### config.mk
export PLATFORM = sky130hd
export DESIGN_NAME = mmio_bus_bridge
export DESIGN_NICKNAME = d
export VERILOG_FILES = /design/src/rtl/mmio_bus_bridge_pkg.sv /design/src/rtl/mmio_addr_decode.sv /design/src/rtl/mmio_bus_bridge.sv
export SDC_FILE = /design/constraint.sdc
export NUM_CORES = 1
export LEC_CHECK = 0
export CAP_MARGIN = 10
export CORE_MARGIN = 8
export CORE_UTILIZATION = 35
export CTS_CLUSTER_DIAMETER = 80
export DETAILED_ROUTE_END_ITERATION = 8
export GPL_TIMING_DRIVEN = 0
export PLACE_DENSITY = 0.82
export SETUP_SLACK_MARGIN = 0.4
export SYNTH_ARGS = -nofsm -noshare
export SYNTH_HDL_FRONTEND = slang
export SYNTH_HIERARCHICAL = 1
export SYNTH_SLANG_ARGS = --single-unit
### constraint.sdc
create_clock -name cpu_clk -period 3.1 [get_ports cpu_clk]
set_input_delay 0.465 -clock cpu_clk [delete_from_list [all_inputs] [get_ports cpu_clk]]
set_output_delay 0.465 -clock cpu_clk [all_outputs]
set_load 0.01 [all_outputs]
### src/rtl/mmio_bus_bridge_pkg.sv
// ---------------------------------------------------------------------------
// mmio_bus_bridge_pkg
// Shared definitions for the MMIO bus bridge: peripheral address map,
// default slave base/mask tables, bridge FSM state encoding and the error
// read-data pattern returned on unmapped or timed-out accesses.
// ---------------------------------------------------------------------------
package mmio_bus_bridge_pkg;

  // Peripheral address map
  localparam logic [31:0] PERIPH_RAM_BASE   = 32'h0000_0000;
  localparam logic [31:0] PERIPH_RAM_MASK   = 32'hFFFF_0000;
  localparam logic [31:0] PERIPH_UART_BASE  = 32'hFFFF_F000;
  localparam logic [31:0] PERIPH_UART_MASK  = 32'hFFFF_FFF0;
  localparam logic [31:0] PERIPH_TIMER_BASE = 32'hFFFF_F060;
  localparam logic [31:0] PERIPH_TIMER_MASK = 32'hFFFF_FFF0;
  localparam logic [31:0] PERIPH_GPIO_BASE  = 32'hFFFF_F070;
  localparam logic [31:0] PERIPH_GPIO_MASK  = 32'hFFFF_FFF0;

  // Default 4-slave decode tables, slave 0 in the least significant word
  localparam logic [4*32-1:0] DEF_SLV_BASE = {PERIPH_GPIO_BASE, PERIPH_TIMER_BASE,
                                              PERIPH_UART_BASE, PERIPH_RAM_BASE};
  localparam logic [4*32-1:0] DEF_SLV_MASK = {PERIPH_GPIO_MASK, PERIPH_TIMER_MASK,
                                              PERIPH_UART_MASK, PERIPH_RAM_MASK};

  // Read data returned together with err
  localparam logic [31:0] ERR_RDATA = 32'hDEAD_BEEF;

  typedef enum logic [1:0] {
    ST_IDLE   = 2'd0,
    ST_DECODE = 2'd1,
    ST_WAIT   = 2'd2,
    ST_RESP   = 2'd3
  } bridge_state_e;

  // Masked address compare against one slave window
  function automatic logic addr_match(input logic [31:0] addr,
                                      input logic [31:0] base,
                                      input logic [31:0] mask);
    return (addr & mask) == (base & mask);
  endfunction

endpackage

### src/rtl/mmio_addr_decode.sv
// ---------------------------------------------------------------------------
// mmio_addr_decode
// Purely combinational address decoder. Compares the address against every
// slave window and reports whether any matched and the lowest matching index.
// Ports:
//   addr_i  [31:0]      address to decode
//   hit_o               at least one slave window matched
//   idx_o   [IDX_W-1:0] lowest-index matching slave (0 when no hit)
// ---------------------------------------------------------------------------
module mmio_addr_decode
  import mmio_bus_bridge_pkg::*;
#(
  parameter int                 NSLV     = 4,
  parameter int                 IDX_W    = (NSLV > 1) ? $clog2(NSLV) : 1,
  parameter logic [NSLV*32-1:0] SLV_BASE = DEF_SLV_BASE,
  parameter logic [NSLV*32-1:0] SLV_MASK = DEF_SLV_MASK
) (
  input  logic [31:0]      addr_i,
  output logic             hit_o,
  output logic [IDX_W-1:0] idx_o
);

  // Scan from the top down so the lowest matching index is the one that sticks
  always_comb begin
    hit_o = 1'b0;
    idx_o = '0;
    for (int i = NSLV - 1; i >= 0; i--) begin
      if (addr_match(addr_i, SLV_BASE[i*32 +: 32], SLV_MASK[i*32 +: 32])) begin
        hit_o = 1'b1;
        idx_o = IDX_W'(i);
      end
    end
  end

endmodule

### src/rtl/mmio_bus_bridge.sv
// ---------------------------------------------------------------------------
// mmio_bus_bridge
// Single-outstanding CPU-to-MMIO bridge. A one-cycle request is registered,
// decoded to one slave, held on the slave side until that slave signals ready
// or a timeout expires, then completed with a one-cycle ack (err on unmapped
// address or timeout).
// Ports:
//   cpu_clk, cpu_rst            clock, asynchronous active-low reset
//   req, we, addr, wdata, wstrb CPU request (req is a one-cycle strobe)
//   busy, ack, err, rdata       CPU status / response
//   s_sel, s_we, s_addr,
//   s_wdata, s_wstrb            registered slave-side request, one-hot select
//   s_rdata, s_rdy              packed slave read data and ready, slave 0 LSBs
// ---------------------------------------------------------------------------
module mmio_bus_bridge
  import mmio_bus_bridge_pkg::*;
#(
  parameter int                 NSLV     = 4,
  parameter int                 TIMEOUT  = 15,
  parameter logic [NSLV*32-1:0] SLV_BASE = DEF_SLV_BASE,
  parameter logic [NSLV*32-1:0] SLV_MASK = DEF_SLV_MASK
) (
  input  logic                 cpu_clk,
  input  logic                 cpu_rst,
  input  logic                 req,
  input  logic                 we,
  input  logic [31:0]          addr,
  input  logic [31:0]          wdata,
  input  logic [3:0]           wstrb,
  output logic                 busy,
  output logic                 ack,
  output logic                 err,
  output logic [31:0]          rdata,
  output logic [NSLV-1:0]      s_sel,
  output logic                 s_we,
  output logic [31:0]          s_addr,
  output logic [31:0]          s_wdata,
  output logic [3:0]           s_wstrb,
  input  logic [NSLV*32-1:0]   s_rdata,
  input  logic [NSLV-1:0]      s_rdy
);

  localparam int          IDX_W = (NSLV > 1) ? $clog2(NSLV) : 1;
  localparam logic [7:0]  TMO   = 8'(TIMEOUT);

  bridge_state_e    state_q, state_d;
  logic             s_we_q, s_we_d;
  logic [31:0]      s_addr_q, s_addr_d;
  logic [31:0]      s_wdata_q, s_wdata_d;
  logic [3:0]       s_wstrb_q, s_wstrb_d;
  logic [NSLV-1:0]  sel_q, sel_d;
  logic [IDX_W-1:0] idx_q, idx_d;
  logic [7:0]       cnt_q, cnt_d;
  logic             err_q, err_d;
  logic [31:0]      rdata_q, rdata_d;

  logic             dec_hit;
  logic [IDX_W-1:0] dec_idx;
  logic [7:0]       cnt_inc;
  logic [31:0]      slv_rdata [NSLV];

  mmio_addr_decode #(
    .NSLV     (NSLV),
    .IDX_W    (IDX_W),
    .SLV_BASE (SLV_BASE),
    .SLV_MASK (SLV_MASK)
  ) u_decode (
    .addr_i (s_addr_q),
    .hit_o  (dec_hit),
    .idx_o  (dec_idx)
  );

  always_comb begin
    for (int i = 0; i < NSLV; i++) begin
      slv_rdata[i] = s_rdata[i*32 +: 32];
    end
  end

  assign cnt_inc = cnt_q + 8'd1;

  always_comb begin
    state_d   = state_q;
    s_we_d    = s_we_q;
    s_addr_d  = s_addr_q;
    s_wdata_d = s_wdata_q;
    s_wstrb_d = s_wstrb_q;
    sel_d     = sel_q;
    idx_d     = idx_q;
    cnt_d     = cnt_q;
    err_d     = err_q;
    rdata_d   = rdata_q;

    case (state_q)
      ST_IDLE: begin
        if (req) begin
          s_we_d    = we;
          s_addr_d  = addr;
          s_wdata_d = wdata;
          s_wstrb_d = wstrb;
          state_d   = ST_DECODE;
        end
      end

      ST_DECODE: begin
        if (dec_hit) begin
          sel_d          = '0;
          sel_d[dec_idx] = 1'b1;
          idx_d          = dec_idx;
          cnt_d          = 8'd0;
          state_d        = ST_WAIT;
        end else begin
          err_d   = 1'b1;
          rdata_d = ERR_RDATA;
          state_d = ST_RESP;
        end
      end

      ST_WAIT: begin
        // Ready is checked before the timeout so a same-cycle ready wins
        if (s_rdy[idx_q]) begin
          sel_d   = '0;
          err_d   = 1'b0;
          rdata_d = s_we_q ? 32'd0 : slv_rdata[idx_q];
          state_d = ST_RESP;
        end else begin
          cnt_d = cnt_inc;
          if (cnt_inc == TMO) begin
            sel_d   = '0;
            err_d   = 1'b1;
            rdata_d = ERR_RDATA;
            state_d = ST_RESP;
          end
        end
      end

      ST_RESP: begin
        state_d = ST_IDLE;
      end

      default: begin
        state_d = ST_IDLE;
      end
    endcase
  end

  always_ff @(posedge cpu_clk or negedge cpu_rst) begin
    if (!cpu_rst) begin
      state_q   <= ST_IDLE;
      s_we_q    <= 1'b0;
      s_addr_q  <= 32'd0;
      s_wdata_q <= 32'd0;
      s_wstrb_q <= 4'd0;
      sel_q     <= '0;
      idx_q     <= '0;
      cnt_q     <= 8'd0;
      err_q     <= 1'b0;
      rdata_q   <= 32'd0;
    end else begin
      state_q   <= state_d;
      s_we_q    <= s_we_d;
      s_addr_q  <= s_addr_d;
      s_wdata_q <= s_wdata_d;
      s_wstrb_q <= s_wstrb_d;
      sel_q     <= sel_d;
      idx_q     <= idx_d;
      cnt_q     <= cnt_d;
      err_q     <= err_d;
      rdata_q   <= rdata_d;
    end
  end

  assign busy    = (state_q != ST_IDLE);
  assign ack     = (state_q == ST_RESP);
  assign err     = ack & err_q;
  assign rdata   = rdata_q;
  assign s_sel   = sel_q;
  assign s_we    = s_we_q;
  assign s_addr  = s_addr_q;
  assign s_wdata = s_wdata_q;
  assign s_wstrb = s_wstrb_q;

endmodule

# Yosys cells after proc, flatten, opt, wreduce, memory -nomap -nowiden
# Index checks and enable logic that the tools add are counted.
# Widths: inputs -> output; s select.
word_totals:
  reg_bits: 118
  latchBits: 0
  mem_bits_rw: 0
  mem_bits_ro: 0
  input_bits: 204
  output_inout_bits: 108
  elab_cells: 76
  mem_count: 0
classes:
  addsub: 1
  multipliers: 0
  div: 0
  magnitude_cmp: 4
  eq_ne: 12
  n_shift: 0
  muxes: 36
  bitwise_logic: 2
  reduce_logical: 11
op_table:
  columns: ["cell", "count"]
  rows:
  - ["$mux 32", 6]
  - ["$eq 28x28->1 const B", 3]
  - ["$bmux 32 s2", 1]
  - ["$pmux 32 s2", 1]
  - ["$logic_not 32->1", 1]
  - ["$mux 8", 2]
  - ["$pmux 8 s2", 1]
  - ["$mux 2", 7]
  - ["$mux 4", 3]
  - ["$mux 1", 10]
  - ["$reduce_and 3->1", 3]
  - ["$add 8x1->8 const B", 1]
  - ["$eq 8x4->1 const B", 1]
  - ["$ne 2x2->1 const B", 4]
  - ["$pmux 2 s4", 1]
  - ["$pmux 4 s2", 1]
  - ["$lt 2x3->1 const B", 2]
  - ["$reduce_and 2->1", 3]
  - ["$eq 2x2->1 const B", 2]
  - ["$reduce_bool 2->1", 2]
  - ["$ge 3x3->1 const B", 1]
  - ["$ne 3x3->1 const B", 1]
  - ["$not 2->3", 1]
  - ["$bmux 1 s2", 1]
  - ["7 further kinds", 7]

# Depth between registers and ports, before layout
# Gate-level depths: netlist (run 1).
logic_depth:
  ltp_word: 11
  depth_mapped: 10
  ltp_nobuf: 8

# Modules after synthesis
# Netlist (run 1), hierarchy kept.
by_module_without_submodules:
  columns: ["mod", "instances", "cells_per_inst", "area_per_inst_um2", "seq_area_each_um2"]
  rows:
  - ["mmio_bus_bridge", 1, 423, 5780.5, 2952.8]
  - ["mmio_addr_decode", 1, 22, 162.7, 0.0]

# Least setup slack after synthesis (run 1)
# OpenSTA, ideal clock, no wires.
synth_path:
  path_kind: "register -> register"
  startpoint: "reg s_addr_q[30] (netlist: s_addr[30])"
  endpoint: "reg cnt_q[6]"
  setup_ns: 0.124
  arrival_time_ns: 2.313
  required_time_ns: 2.976
  path_slack_ns: 0.663
  path_stages_with_launch: 10
  path_buffers: 2
  period_less_slack_ns: 2.437
  path_cell_list: "dfrtp_1 nand4_1 or4_4 o31ai_2 clkbuf_1 nand2b_1 clkbuf_1 o21ai_1 nor3_1 nor3_1"
synth_between:
  elab_chain_cells: 7
  elab_cells_between_ends: 10
  classes_between: "4 x eq/ne; 4 x mux; 2 x reduce/logical"
synth_rtl:
  columns: ["item", "line_no", "source"]
  rows:
  - ["from (decl)", "mmio_bus_bridge.sv:48", "logic [31:0] s_addr_q, s_addr_d;"]
  - ["from (signal assigned)", "mmio_bus_bridge.sv:161", "s_addr_q <= s_addr_d;"]
  - ["$eq 28x28->1", "mmio_bus_bridge_pkg.sv:39", "return (addr & mask) == (base & mask);"]
  - ["$mux 1 (3 in a row)", "mmio_addr_decode.sv:28", "if (addr_match(addr_i, SLV_BASE[i*32 +: 32], SLV_MASK[i*32 +: 32])) begin"]
  - ["$mux 1 *", "mmio_addr_decode.sv:28", null]
  - ["via dec_hit", "mmio_bus_bridge.sv:57", "logic dec_hit;"]
  - ["$ne 2x2->1 (no line) *", null, null]
  - ["$reduce_and 3->1 (no line) *", null, null]
  - ["to (signal assigned)", "mmio_bus_bridge.sv:166", "cnt_q <= cnt_d;"]
  - ["to (decl)", "mmio_bus_bridge.sv:53", "logic [7:0] cnt_q, cnt_d;"]
# The timed path passes the listed nets; every way through them passes the cells marked *.
# A chain may end at the register's enable or synchronous reset.

# Worst setup path after layout (run 1)
layout_path:
  startpoint: "reg s_addr_q[31] (netlist: s_addr[31])"
  endpoint: "reg cnt_q[6]"
# Same word-level chain as after synthesis.

==> flow_summary.ini, run 1 <==
[global_routing]
met1_usage_pct = 21.2
grt_usage_pct = 19.5
grt.overflow.total = 0
grt_pass1_vias = 5763
use_met3_pct = 8.87
grt_max_degree = 77
met2_usage_pct = 33.1
grt-busiest-layer = met2
antenna_found_initial = 0
grt_first_pass_wirelength_um = 32700

[sta]
worst_slew_pin_slew_ns = 0.735
finalSetupTns_ns = 0
skew_ns = 0.0124
whs_ns = 0.488
fin_ws_ns = 0.607
period_share_pct = 80.4
slew_headroom_pct = 51.0
period_minus_slack_ns = 2.49
setup_viol = 0
hold_violations = 0
max_freq_mhz = 401
rsz0062_at_grt = true
drv_slew = 0

[critical_path]
cp_slowest_stage_delay_ns = 0.59
cpLargestDelayFamily = simple AND/OR/NAND/NOR gates
cp_cell_sequence = nand2_1 > or4_4 > o31ai_2 > clkbuf_2 > nand2b_1 > clkbuf_2 > o21ai_2 > nor3_1 > nor3_1
crit_path_start_kind = flop
cp.required_ns = 3.39
end_kind = flop
r2r_end = cnt_q[6]$_DFFE_PN0P_
reg2reg_depth = 9
rr_startpoint = s_addr[31]$_DFFE_PN0P_
arrival_ns = 2.79
crit_path_max_fanout = 8
rrSetupSlack_ns = 0.61
slowest_stage = or4_4
worstPathBufferInverterCount = 2
criticalPathCategory = reg2reg

[detailed_routing]
first_pass_iters = 4
routed_via_density = 5.11
wire_per_inst_um = 20.7
vias = 5160
drc = 0
postRouteAntennaNets = 0
drtIter0Drc = 218
wirelength_um = 20900

[min_path]
min_to = rdata[24]$_DFFE_PN0P_
hp-class = reg2reg
holdCritStartpoint = rdata[24]$_DFFE_PN0P_
holdPathStages = 1

[placement]
dp_hpwl_um = 16700
numPortBuffers = 311
gp_congestion = 0.797
preCtsSetupSlack_ns = 0.250

[pwr]
p_comb_share_pct = 45.4
powerDensity_nw_per_um2 = 835
p_int_w = 0.00553
p_seq_share_pct = 32.1
power_frac_clock_pct = 22.6
totalPowerFinal_w = 0.00831
power_leakage_nw = 3.89
netSwitchingPower_w = 0.00278
peakVddDrop_uv = 499
swShare_pct = 33.4

[cells_and_area]
seq_area_um2 = 2950
multi_input_area_um2 = 2790
mostFrequentLayoutCells = 310 x clkdlybuf4s50_1, 118 x dfrtp_1, 71 x mux2_2
final_common_cell = clkdlybuf4s50_1
num-nets-final = 988
area_growth_pct = 67.3
drive_gt1_share_pct = 19.7
nFillCells = 1347
num_antenna_cells = 0

[logic_synthesis]
syn-cell-area_um2 = 5940
syn_nets = 656
synth-edff-count = 0
synthCells = 445
ys_types = 52
synth.yosys.seq_area_share_pct = 49.7
ys_warn_count = 6
syn_area_per_cell_um2 = 13.4
async_reset_ff_share_pct = 100
ys_seq_elements = 118
synth_top_flop_cell = dfrtp_1

[floorplanning]
rows = 47
core-area_um2 = 16600
start_util_pct = 35.8
die_area_um2 = 21400
die_y_um = 146
die_w_um = 146
io_pins = 312

[cts]
root_buffer = clkbuf_16
cts_max_path_buffers = 2
clock_insertion_delay_worst_skew_ns = 0.42
tritoncts = yes
ctsHtreeMaxLevel = 4
clk_pin_slew_ns = 0.06
cts_buffers = 17
clock-sinks = 118

[run_status]
status = completed

[flow_run]
cap_violations = 0
==> final cells by class <==
type | count | area share (%)
tap | 220 | 2.77
clock buffer | 18 | 4.42
sequential | 118 | 29.7
clock inverter | 14 | 1.30
buffer | 31 | 1.50
multi-input combinational | 281 | 28.1
timing repair buffer | 313 | 31.7
inverter | 15 | 0.566
==> logic make-up (layout without fill, tap and decap cells) <==
logic type,Yosys count,after routing,synth area share [%]
muxes,105,105,26.2
xor gates and xnor gates,1,1,0.147
AOI/OAI and AO/OA,73,73,9.73
buffers and inverters,46,391,3.39
and+or+nand+nor,95,95,9.39
DFF,118,118,49.7
adders and majority gates,7,7,1.47
==> state kept, by name, indices dropped and copies added (netlist names) <==
name	cells
s_we	1
s_sel	4
idx_q	2
s_wstrb	4
state_q	2
s_wdata	32
err_q	1
cnt_q	8
rdata	32
s_addr	32
==> Yosys cell counts (all sizes together), types with 2 or more instances <==
library cell  number  area (µm²)
a22oi              3        22.5
buf               16        88.8
nand4b             2        17.5
nor2              11        41.3
o21ai             12        63.8
nor4b              4        50.1
nand4              4        25.0
and2               2        12.5
inv               15        56.3
nand2b            27         169
or3                2        12.5
mux2              71         800
o2bb2ai           12         105
a21oi              5        25.0
a22o               4        35.0
nor4bb             2        20.0
clkbuf            15        56.3
mux4              33         747
or4                2        18.8
a2bb2oi           25         219
nand2             17        63.8
dfrtp            118        2950
nand3              6        30.0
nor3               6        30.0
and3               2        12.5
ha                 7        87.6
nor4               5        31.3
==> power by group through the flow <==
| stage | combinational, W | sequential (W) | clock [W] |
|---|---|---|---|
| after floorplan | 0.00150 | 0.00287 | 0 |
| after global placement | 0.00372 | 0.00266 | 0 |
| after detailed placement | 0.00378 | 0.00269 | 0 |
| after CTS | 0.00382 | 0.00267 | 0.00192 |
| after global routing | 0.00405 | 0.00276 | 0.00198 |
| final | 0.00377 | 0.00267 | 0.00187 |
==> through the flow <==
| stage | cell area, µm² | std cells | utilization (%) |
|---|---|---|---|
| finish | 9950 | 1010 | 60.0 |
| global route | 9950 | 1010 | 60.0 |
| CTS | 9940 | 1010 | 60.0 |
| detailed placement | 9360 | 977 | 56.4 |
| global placement | 9330 | 976 | 56.3 |
| floorplan | 5940 | 445 | - |
==> worst max-delay path by stage <==
stage                                 from                 endpoint  cells past startpoint
floorplan           s_addr[30]$_DFFE_PN0P_     cnt_q[6]$_DFFE_PN0P_                      9
global placement                   cpu_rst  s_wdata[17]$_DFFE_PN0P_                      1
detailed placement  s_addr[28]$_DFFE_PN0P_     cnt_q[6]$_DFFE_PN0P_                      9
CTS                 s_addr[30]$_DFFE_PN0P_     cnt_q[6]$_DFFE_PN0P_                      9
global route        s_addr[28]$_DFFE_PN0P_     cnt_q[6]$_DFFE_PN0P_                      9
finish              s_addr[31]$_DFFE_PN0P_     cnt_q[6]$_DFFE_PN0P_                      9
==> layer usage <==
layer,part of all wire (%),up-vias
li1,-,2350
met1,38,2554
met2,50,231
met3,9.9,25
met4,1.9,0
met5,0,-
==> timing repair <==
action / in CTS / in global routing
setup endpoints to repair: 17 / 18
buffers inserted: 0 / 0
hold endpoints to repair: 42 / 0
pin swaps: 0 / 0
hold buffers: 1 / 0
resized for setup: 2 / 4
No activity file was read; power rests on OpenSTA's default activity.
==> run 2: changes to the inputs <==
==> constraint.sdc (replaced) <==
create_clock -name cpu_clk -period 2.45 [get_ports cpu_clk]
set_input_delay 0.3675 -clock cpu_clk [delete_from_list [all_inputs] [get_ports cpu_clk]]
set_output_delay 0.3675 -clock cpu_clk [all_outputs]
set_load 0.01 [all_outputs]
==> run 2 against run 1 <==
Compared with the run above: sequential power up 26%; power up 42%; combinational power up 56%; hold slack worse by 0.00060 ns; critical endpoint is now rdata[30]$_DFFE_PN0P_; largest cell class unchanged; largest power group unchanged.
==> flow_summary.ini, run 2 (same netlist as run 1, synthesis figures left out) <==
[critical_path]
crit_end = rdata[30]$_DFFE_PN0P_
cp.required_ns = 2.74
rrSetupSlack_ns = 0.22
arrival_ns = 2.52
cp_cell_sequence = nand4_1 > or4_4 > o31ai_4 > buf_8 > buf_12 > a21oi_4 > o21a_4 > clkbuf_16 > a2bb2oi_2
reg2reg_depth = 9
crit_path_max_fanout = 7
crit_path_start_kind = flop
r2r_end = rdata[30]$_DFFE_PN0P_
crit_path_start = s_addr[26]$_DFFE_PN0P_
slowest_stage = or4_4
rr_startpoint = s_addr[26]$_DFFE_PN0P_
cp_slowest_stage_delay_ns = 0.54
end_kind = flop
criticalPathCategory = reg2reg

[detailed_routing]
first_pass_iters = 4
routed_via_density = 5.09
wire_per_inst_um = 21.1
drc = 0
drtIter0Drc = 228
vias = 5315
wirelength_um = 22000
postRouteAntennaNets = 0

[floorplanning]
start_util_pct = 35.8
core-area_um2 = 16600
io_pins = 312
rows = 47
die_area_um2 = 21400
die_y_um = 146
die_w_um = 146

[sta]
skew_ns = 0.0138
hold_violations = 0
drv_slew = 0
period_share_pct = 91.1
slew_headroom_pct = 61.0
period_minus_slack_ns = 2.23
worst_slew_pin_slew_ns = 0.585
rsz0062_at_grt = true
max_freq_mhz = 448
setup_viol = 0
finalSetupTns_ns = 0

[cts]
cts_max_path_buffers = 2
clock-sinks = 118
clock_insertion_delay_worst_skew_ns = 0.42
cts_buffers = 17
ctsHtreeMaxLevel = 4
root_buffer = clkbuf_16
tritoncts = yes
clk_pin_slew_ns = 0.06

[pwr]
swShare_pct = 33.2
netSwitchingPower_w = 0.00393
totalPowerFinal_w = 0.0118
p_seq_share_pct = 28.5
power_leakage_nw = 4.23
peakVddDrop_uv = 736
p_comb_share_pct = 49.8
power_frac_clock_pct = 21.6
p_int_w = 0.00789
powerDensity_nw_per_um2 = 1100

[cells_and_area]
multi_input_area_um2 = 3170
seq_area_um2 = 2960
mostFrequentLayoutCells = 308 x clkdlybuf4s50_1, 116 x dfrtp_1, 71 x mux2_2
num_antenna_cells = 0
nFillCells = 1246
drive_gt1_share_pct = 30.9
area_growth_pct = 81.5
final_area_um2 = 10800
final_common_cell = clkdlybuf4s50_1
num-nets-final = 1022

[global_routing]
grt.overflow.total = 0
antenna_found_initial = 0
grt_usage_pct = 20.3
grt_first_pass_wirelength_um = 34100
grt_pass1_vias = 5848
grt_max_degree = 64

[min_path]
hp-class = reg2reg

[placement]
gp_congestion = 0.811
place_area_um2 = 9420
dp_hpwl_um = 16700
numPortBuffers = 311

[run_status]
status = completed

[flow_run]
cap_violations = 0
run 2: worst max-delay path, delay by kind of cell, from the launching register on:
kind	cells	cell delay (ns)
AOI/OAI and AO/OA	4	0.60
buffers and inverters	3	0.44
DFF	1	0.37
and+or+nand+nor	2	0.68
run 2: cell type report:
| cell class | instances | share of cell area, % |
|---|---|---|
| Timing Repair Buffer | 347 | 32.2 |
| Multi-Input combinational cell | 281 | 29.4 |
| Sequential cell | 118 | 27.4 |
| Clock buffer | 18 | 3.98 |
| Tap cell | 220 | 2.55 |
| Buffer | 31 | 2.26 |
| Clock inverter | 14 | 1.65 |
| Inverter | 15 | 0.522 |
run 2: repair_timing:
item,4_1_cts,5_1_grt
hold buffers,1,0
setup endpoints to repair,87,76
endpoints found under the hold margin,55,0
cloned,2,1
resized for setup,52,47
buffers inserted,19,12
pin swaps,9,9
run 2: power groups by stage:
stage | registers (W) | logic, W | clock network, W
4_1_cts | 0.00335 | 0.00550 | 0.00261
3_3_place_gp | 0.00335 | 0.00480 | 0
3_5_place_dp | 0.00339 | 0.00488 | 0
2_1_floorplan | 0.00364 | 0.00200 | 0
5_1_grt | 0.00349 | 0.00627 | 0.00270
6_report | 0.00337 | 0.00589 | 0.00256
run 2: worst min path at each step:
stage                                      from               endpoint  slack (ns)  depth (start not counted)
after CTS                  rdata[4]$_DFFE_PN0P_   rdata[4]$_DFFE_PN0P_        0.49                          1
after global placement    rdata[20]$_DFFE_PN0P_  rdata[20]$_DFFE_PN0P_        0.47                          1
after floorplan                         cpu_rst   cnt_q[0]$_DFFE_PN0P_        0.07                          0
after global routing      rdata[14]$_DFFE_PN0P_  rdata[14]$_DFFE_PN0P_        0.50                          1
final                     rdata[14]$_DFFE_PN0P_  rdata[14]$_DFFE_PN0P_        0.49                          1
after detailed placement                cpu_rst   idx_q[1]$_DFFE_PN0P_        0.37                          1
run 2: layer usage:
layer	global-route usage (%)	up-vias	wire length, µm
li1	-	2412	-
met1	22.1	2628	8290
met2	35.6	248	11200
met3	8.90	27	2190
met4	5.26	0	316
met5	0	-	0
run 2: per-stage QoR:
step	setup slack, ns	std cells	hold slack (ns)	utilization (%)
4_1_cts	0.262	1031	0.489	62.9
3_3_place_gp	-3.75	976	0.472	56.6
5_1_grt	0.155	1044	0.502	65.0
3_5_place_dp	-0.135	977	0.370	56.8
6_report	0.218	1044	0.488	65.0
2_1_floorplan	0.322	445	0.0719	-
==> run 3: changes to the inputs <==
--- a/config.mk
+++ b/config.mk
@@ -11,9 +11,8 @@
 export CTS_CLUSTER_DIAMETER = 80
 export DETAILED_ROUTE_END_ITERATION = 8
 export GPL_TIMING_DRIVEN = 0
-export PLACE_DENSITY = 0.82
+export PLACE_DENSITY_LB_ADDON = 0.2
 export SETUP_SLACK_MARGIN = 0.4
 export SYNTH_ARGS = -nofsm -noshare
 export SYNTH_HDL_FRONTEND = slang
-export SYNTH_HIERARCHICAL = 1
 export SYNTH_SLANG_ARGS = --single-unit
==> run 3 against run 2 <==
Compared with the run above: global-route usage up 0.11 points; clock skew down 0.0073 ns; highest routed layer unchanged; synthesized cell count down 4.3%; combinational power up 0.8%; non-clock buffer count down 3; synthesized area down 0.67%; sequential power up 1%; first-iteration DRC count down 15%; largest power group unchanged; largest cell class unchanged; clock power up 2%; die area down 0.60%.
==> flow_summary.ini, run 3 <==
[sta]
slew_headroom_pct = 47.5
drv_slew = 0
finalSetupTns_ns = 0
period_minus_slack_ns = 2.15
setup_viol = 0
hold_violations = 0
rsz0062_at_grt = true
skew_ns = 0.00648
period_share_pct = 87.8
max_freq_mhz = 465
worst_slew_pin_slew_ns = 0.787

[logic_synthesis]
syn_area_per_cell_um2 = 13.9
ys_seq_elements = 118
synthAdderAreaFrac_pct = 1.48
synthMuxAreaShare_pct = 25.9
synthCells = 426
yosysMostFrequentCell = dfrtp_1
synth.yosys.seq_area_share_pct = 50.0
synth_common_cells = 118 x dfrtp_1, 70 x mux2_2, 33 x mux4_2
synth_top_family_by_area = multiplexers
synth_xor_area_share_pct = 0.297
ys_types = 59
synth_compound_area_share_pct = 9.67
synth_top_area_share_pct = 50.0
yosysTopAreaCell = dfrtp_1
yosys.area_share.simple_pct = 8.75
synth-edff-count = 0
syn-cell-area_um2 = 5900
ys_warn_count = 0
synth_top_flop_cell = dfrtp_1
yosys-top-cells-area = dfrtp_1 50%, mux2_2 13%, mux4_2 13%
syn_nets = 637
async_reset_ff_share_pct = 100

[min_path]
hp-class = in2async

[global_routing]
grt_pass1_vias = 5730
grt-busiest-layer = met2
grt_max_degree = 91
use_met3_pct = 8.12
met1_usage_pct = 22.8
grt_usage_pct = 20.5
met2_usage_pct = 34.9
antenna_found_initial = 0
grt.overflow.total = 0
grt_first_pass_wirelength_um = 33800

[pwr]
peakVddDrop_uv = 686
power_leakage_nw = 4.22
powerDensity_nw_per_um2 = 1130

[floorplanning]
rows = 47
core-area_um2 = 16500
die_w_um = 146
io_pins = 312
die_y_um = 146
start_util_pct = 35.7
die_area_um2 = 21300

[cells_and_area]
mostFrequentLayoutCells = 308 x clkdlybuf4s50_1, 117 x dfrtp_1, 69 x mux2_2
area_growth_pct = 78.6
drive_gt1_share_pct = 28.7
finish.utilization_pct = 63.8
num-nets-final = 1006
final_common_cell = clkdlybuf4s50_1
num_antenna_cells = 0

[cts]
clk_pin_slew_ns = 0.05
root_buffer = clkbuf_16
clock-sinks = 118
cts_max_path_buffers = 2
cts_buffers = 17
clock_insertion_delay_worst_skew_ns = 0.41
tritoncts = yes
ctsHtreeMaxLevel = 4

[run_status]
status = completed

[placement]
gp_congestion = 0.834
dp_hpwl_um = 17100
numPortBuffers = 311

[detailed_routing]
vias = 5194
routed_via_density = 5.05
first_pass_iters = 4
wire_per_inst_um = 21.7
drc = 0
postRouteAntennaNets = 0
wirelength_um = 22300
drtIter0Drc = 194

[flow_run]
cap_violations = 0

[critical_path]
crit_path_max_fanout = 10
cp.required_ns = 2.75
end_kind = flop
arrival_ns = 2.45
criticalPathCategory = reg2reg
crit_path_start_kind = flop
## run 3: changes by cell type in the layout (fill, tap and decap cells not counted), moves of 4 or more
cell       previous run  this run
a2bb2oi_2            23         0
nand2b_1             25         2
o22a_1                1        21
nor3_1                5         0
nor2b_1               1        24
inv_1                15        20
o2bb2ai_1             8         1
o2bb2ai_2             4         0
nand2_1              14         6
o22ai_2               1         8
## run 3: through the flow
stage	worst slack (ns)	instances	power, W	cell area, µm²	hold WS, ns
3_3_place_gp	-3.62	957	0.00841	9300	0.468
6_report	0.298	1028	0.0120	10500	0.404
5_1_grt	0.230	1028	0.0126	10500	0.417
3_5_place_dp	-0.0731	958	0.00853	9320	0.260
4_1_cts	0.304	1009	0.0116	10200	0.401
2_1_floorplan	0.413	426	0.00576	5910	0.0719
## run 3: routing by layer
layer	part of all wire (%)	vias up
met3	9.0	29
met1	40	2558
met2	50	254
met4	1.9	0
met5	0	-
li1	-	2353
## run 3: kinds of logic after synthesis
kind of cell,count (synthesis)
DFF,118
muxes,103
and+or+nand+nor,82
AOI/OAI and AO/OA,67
buffers and inverters,47
adders and majority gates,7
xor gates and xnor gates,2
## run 3: area by class of cell
cell class	count	area (µm²)
repair buffers	350	3500
plain buffers	25	176
clock inverters	9	149
well taps	220	275
multi-input cells	261	2930
clock buffers	23	468
flip-flops and latches	118	2950
inverters	22	86.3
fillers	1225	5980
## run 3: final timing paths
check	from	endpoint	slack, ns	cells after the start
worst max-delay path	s_addr[30]$_DFFE_PN0P_	rdata[18]$_DFFE_PN0P_	0.30	6
max in group asynchronous	cpu_rst	s_addr[5]$_DFFE_PN0P_	1.28	3
min in group cpu_clk	s_sel[2]$_DFFE_PN0P_	s_sel[2]$_DFFE_PN0P_	0.50	1
worst min-delay path	cpu_rst	rdata[27]$_DFFE_PN0P_	0.40	2
worst min register to register	s_sel[2]$_DFFE_PN0P_	s_sel[2]$_DFFE_PN0P_	0.50	1
worst max register to register	s_addr[30]$_DFFE_PN0P_	rdata[18]$_DFFE_PN0P_	0.30	6
## run 3: timing repair
action | CTS | global route
hold buffers | 1 | 0
pin swaps | 10 | 16
cloned | 2 | 3
setup endpoints to repair | 60 | 103
hold endpoints to repair | 28 | 0
buffers inserted | 16 | 16
resized for setup | 35 | 28
## run 3: where the power goes
group / total [W] / internal (W) / switching, W
combinational: 0.00594 / 0.00350 / 0.00244
sequential: 0.00342 / 0.00283 / 0.000590
clock: 0.00261 / 0.00175 / 0.000857
total: 0.0120 / 0.00807 / 0.00389
## run 3: worst max-delay path: stages, from the launching register on
cell     delay [ns]
dfrtp_1        0.37
nand4_1        0.10
or4_4          0.55
o31a_1         0.35
o21a_4         0.31
buf_8          0.16
o22a_1         0.20
